==> config.mk <==
export PLATFORM = sky130hd
export DESIGN_NAME = tw4_run_ctrl
export DESIGN_NICKNAME = d
export VERILOG_FILES = /design/src/rtl/tw4_run_ctrl.sv
export SDC_FILE = /design/constraint.sdc
export NUM_CORES = 1
export LEC_CHECK = 0
export ABC_CLOCK_PERIOD_IN_PS = 5200
export BUFFER_PORTS_ARGS = -buffer_cell sky130_fd_sc_hd__buf_2
export CAP_MARGIN = 40
export CORE_ASPECT_RATIO = 1.25
export CORE_UTILIZATION = 68
export CTS_BUF_LIST = sky130_fd_sc_hd__clkbuf_8
export DETAILED_ROUTE_END_ITERATION = 7
export GPL_TIMING_DRIVEN = 0
export PLACE_DENSITY = 0.88
export SYNTH_ARGS = -nofsm -noshare
export SYNTH_HDL_FRONTEND = slang
export SYNTH_SLANG_ARGS = --single-unit
==> constraint.sdc <==
create_clock -name clock -period 5.2 [get_ports clock]
set_clock_uncertainty 0.1 [all_clocks]
set_input_delay 0.78 -clock clock [delete_from_list [all_inputs] [get_ports clock]]
set_output_delay 0.78 -clock clock [all_outputs]
set_load 0.05 [all_outputs]
==> src/rtl/tw4_run_ctrl.sv <==
// TW4 run/step/load sequencer: program memory, loader, cpu_en/cpu_rst strobes.
// Optional breakpoint logic is enabled with `define TW4_BREAKPOINT_EN.
module tw4_run_ctrl #(
  parameter int DIV = 4
) (
  input  logic       clock,
  input  logic       reset,
  input  logic       cmd_valid,
  input  logic [1:0] cmd,
  output logic       cmd_ready,
  input  logic       ld_valid,
  input  logic [7:0] ld_data,
  output logic       ld_ready,
  input  logic [3:0] fetch_addr,
  output logic [7:0] fetch_data,
  output logic       cpu_en,
  output logic       cpu_rst,
  output logic       halted
`ifdef TW4_BREAKPOINT_EN
  ,
  input  logic       bp_valid,
  input  logic [3:0] bp_addr,
  output logic       bp_hit
`endif
);

  localparam logic [1:0] CMD_HALT = 2'd0;
  localparam logic [1:0] CMD_RUN  = 2'd1;
  localparam logic [1:0] CMD_STEP = 2'd2;
  localparam logic [1:0] CMD_LOAD = 2'd3;
  localparam logic [3:0] LAST     = 4'(DIV - 1);

  typedef enum logic [2:0] {
    S_CPURST,
    S_HALT,
    S_RUN,
    S_STEP,
    S_LOAD
  } state_t;

  state_t     state;
  logic [3:0] pre;
  logic [3:0] ptr;
  logic [7:0] mem [16];

  logic tick;
  logic bp;
  logic cmd_acc;
  logic ld_acc;

  assign tick = (state == S_RUN) && (pre == LAST);

`ifdef TW4_BREAKPOINT_EN
  assign bp     = tick && bp_valid && (fetch_addr == bp_addr);
  assign bp_hit = reset && bp;
`else
  assign bp = 1'b0;
`endif

  assign cmd_acc = cmd_valid && cmd_ready;
  assign ld_acc  = ld_valid && ld_ready;

  // Outputs are held low while reset is asserted, then decode state.
  always_comb begin
    cmd_ready = 1'b0;
    ld_ready  = 1'b0;
    cpu_en    = 1'b0;
    cpu_rst   = 1'b0;
    halted    = 1'b0;
    if (reset) begin
      unique case (state)
        S_CPURST: begin
          cpu_en  = 1'b1;
          cpu_rst = 1'b1;
        end
        S_HALT: begin
          halted    = 1'b1;
          cmd_ready = 1'b1;
        end
        S_RUN: begin
          cmd_ready = 1'b1;
          cpu_en    = tick && !bp;
        end
        S_STEP: cpu_en = 1'b1;
        S_LOAD: ld_ready = 1'b1;
        default: ;
      endcase
    end
  end

  assign fetch_data = (state == S_LOAD) ? 8'h00 : mem[fetch_addr];

  always_ff @(posedge clock) begin
    if (!reset) begin
      state <= S_CPURST;
      pre   <= 4'd0;
      ptr   <= 4'd0;
    end else begin
      unique case (state)
        S_CPURST: state <= S_HALT;
        S_HALT: begin
          if (cmd_acc) begin
            case (cmd)
              CMD_RUN: begin
                state <= S_RUN;
                pre   <= 4'd0;
              end
              CMD_STEP: state <= S_STEP;
              CMD_LOAD: begin
                state <= S_LOAD;
                ptr   <= 4'd0;
              end
              CMD_HALT: ;
            endcase
          end
        end
        S_RUN: begin
          if (bp) begin
            state <= S_HALT;
            pre   <= 4'd0;
          end else if (cmd_acc && cmd == CMD_HALT) begin
            state <= S_HALT;
            pre   <= 4'd0;
          end else if (cmd_acc && cmd == CMD_LOAD) begin
            state <= S_LOAD;
            ptr   <= 4'd0;
            pre   <= 4'd0;
          end else begin
            pre <= tick ? 4'd0 : pre + 4'd1;
          end
        end
        S_STEP: state <= S_HALT;
        S_LOAD: begin
          if (ld_acc) begin
            ptr <= ptr + 4'd1;
            if (ptr == 4'd15)
              state <= S_CPURST;
          end
        end
        default: state <= S_CPURST;
      endcase
    end
  end

  // Memory is deliberately not reset so a reset keeps the loaded program.
  always_ff @(posedge clock) begin
    if (ld_acc)
      mem[ptr] <= ld_data;
  end

endmodule

==> results_dict.tcl <==
set metrics [dict create \
    routed_wl_um 11600 \
    pin_count 31 \
    rows 37 \
    syn_inst 331 \
    fin_area_um2 6430 \
    cts_buffers 17 \
    synth_area_leaders "edfxtp_1, mux4_2, mux2i_1" \
    dpl_cell_area_um2 6040 \
    synthesis.nets 354 \
    die_area_um2 8840 \
    drt_iter0_markers 293 \
    setup_viol 0 \
    combPwrFrac_pct 10.2 \
    grtUsageTotal_pct 28.9 \
    cp_max_fo 10 \
    power_density_nw_per_um2 364 \
    rsz0062_at_grt "no" \
    synth.distinct_cells 47 \
    rrSetupSlack_ns 2.53 \
    fin_ws_ns 1.84 \
    vias_per_cell 6.55 \
    antenna_cells 0 \
    seq_area_frac_synth_pct 70.6 \
    core_um2 8240 \
    nFillCells 453 \
    syn-cell-area_um2 5760 \
    synth.most_common_cell "edfxtp_1" \
    critPathLaunchType "primary input" \
    vdd_drop_max_mv 0.290 \
    area_growth_syn_to_layout_pct 11.7 \
    synth.avg_cell_area_um2 17.4 \
    min_path_type "register to register" \
    fin_crit_sh_pct 64.6 \
    cts_root_buf "clkbuf_8" \
    synth_commonest_cells "edfxtp_1, mux4_2, mux2i_1, nor2_1, nand2_1" \
    switching_share_pct 24.4 \
    p_switching_uw 572 \
    drive_above_1_share_pct 26.5 \
    via_count 3205 \
    die-height_um 105 \
    cts_tree "yes" \
    clock_latency_ns 0.44 \
    synth-seq-cells 139 \
    status "complete, but fails checks" \
    initial_core_util_pct 69.9 \
    htreeDepth 4 \
    grt_pass1_vias 3223 \
    p_int_uw 1770 \
    dp_slack_ns 1.92 \
    grt_pass1_wl_um 17600 \
    postCtsSetupBuffers 0 \
    first_pass_iters 7 \
    grt_start_max_net_pins 17 \
    die_x_um 84.3 \
    grt_overflow 0 \
    max-cap-violations 0 \
    ys.flop_type "edfxtp_1" \
    async_reset_ff_share_pct 0 \
    synth_top_area_share_pct 66.7 \
    cts.sinks 139 \
    synth-edff-count 128 \
    postCtsHoldBufs 0 \
    dpl.hpwl_um 7550 \
    crit_path_end_kind "primary output" \
    relSlewSlack_pct 37.6 \
    clock_power_share_pct 36.8 \
    yosysTopAreaCell "edfxtp_1" \
    seqPwrFrac_pct 53.0 \
    cts_resized 0 \
    globalplace.congestion 0.817 \
    clkTransAtPathRegs_ns 0.07 \
    cellLeakagePower_uw 0.00219 \
    io_buffers 25 \
    worst-setup-path-type "primary input to primary output" \
    fin_nets 402 \
    required_ns 4.32 \
    wl_per_cell_um 23.7 \
    cts_buffer_depth 2 \
    synth_warnings 0 \
    cp.arrival_ns 2.48 \
    violations "design-rule violations" \
    hold_viol 0 \
    finalCriticalPeriod_ns 3.36 \
    design_power_total_uw 2340 \
    ant_nets 0 \
    tightest_slew_ns 0.929 \
    setup_tns_ns 0 \
    fin_util_pct 78.0 \
    maxSlewViolCount 0 \
    grt_antenna_before_repair 0 \
    drc 2 \
    fmax_mhz 298 \
]
[per-layer routing]
metal / share of wire (%) / global-route usage, % / vias to the layer above
met3: 5.9 / 7.74 / 32
li1: - / - / 1421
met5: 0 / 0 / -
met4: 3.0 / 15.1 / 0
met1: 38 / 34.6 / 1596
met2: 53 / 48.2 / 156
[cells in the final DEF (no fill, tap or decap), drive strengths merged, types with 2 or more instances in the layout]
| cell type | netlist | layout |
|---|---|---|
| o21ai | 4 | 4 |
| mux4 | 26 | 26 |
| mux2i | 24 | 24 |
| nor2 | 22 | 22 |
| clkbuf | 4 | 21 |
| buf | 14 | 43 |
| a2111oi | 2 | 2 |
| bufinv | 0 | 3 |
| edfxtp | 128 | 128 |
| a21oi | 6 | 6 |
| clkinvlp | 0 | 3 |
| dfxtp | 11 | 11 |
| clkinv | 1 | 8 |
| ha | 5 | 5 |
| a22oi | 2 | 2 |
| nand2b | 6 | 6 |
| nor3 | 7 | 7 |
| nor2b | 6 | 6 |
| nand3 | 4 | 4 |
| a311o | 3 | 3 |
| inv | 4 | 6 |
| o22ai | 7 | 7 |
| a22o | 2 | 2 |
| nand2 | 17 | 17 |
| nor3b | 5 | 5 |
| nand3b | 3 | 3 |
[logic make-up after synthesis]
family,count (synthesis),synth area share (%)
DFF,139,70.6
and+or+nand+nor,76,6.82
muxes,51,14.5
AOI/OAI and AO/OA,36,4.76
buffers and inverters,23,2.09
adders and majority gates,5,1.09
xor gates and xnor gates,1,0.152
[state kept, by name, indices dropped and copies added, names as in the netlist]
name	count
pre	4
state	3
mem	128
ptr	4
[path summary, 6_finish.rpt]
check	start	end	depth (start not counted)
worst max-delay path	fetch_addr[2]	fetch_data[6]	6
worst min register to register	pre[2]$_SDFFE_PN0P_	pre[2]$_SDFFE_PN0P_	2
worst min-delay path	pre[2]$_SDFFE_PN0P_	pre[2]$_SDFFE_PN0P_	2
worst max register to register	state[2]$_SDFFE_PN0P_	mem[0][7]$_DFFE_PP_	6
[cell type report]
class / count / area, um^2 / share of cell area, %
Buffer: 18 / 101 / 1.58
Tap cell: 97 / 121 / 1.89
Clock buffer: 17 / 234 / 3.64
Inverter: 5 / 18.8 / 0.292
Sequential cell: 139 / 4060 / 63.2
Clock inverter: 15 / 156 / 2.43
Timing Repair Buffer: 29 / 150 / 2.33
Multi-Input combinational cell: 169 / 1590 / 24.6
[worst max-delay path: stages]
cell	delay, ns
buf_2	0.23
buf_2	0.36
mux4_2	0.38
mux2i_1	0.29
o22ai_1	0.17
buf_2	0.25
[power groups by stage]
stage	clock (uW)	combinational, uW	sequential (uW)
4_1_cts	867	239	1240
5_1_grt	908	254	1240
2_1_floorplan	0	177	1260
3_3_place_gp	0	231	1270
6_report	862	239	1240
3_5_place_dp	0	238	1270
[per-stage QoR]
step / std cells / hold slack (ns)
detailed placement: 457 / 0.388
finish: 489 / 0.401
global placement: 453 / 0.376
global route: 489 / 0.442
CTS: 489 / 0.398
floorplan: 331 / 0.366
Power figures use the tool's default switching activity.
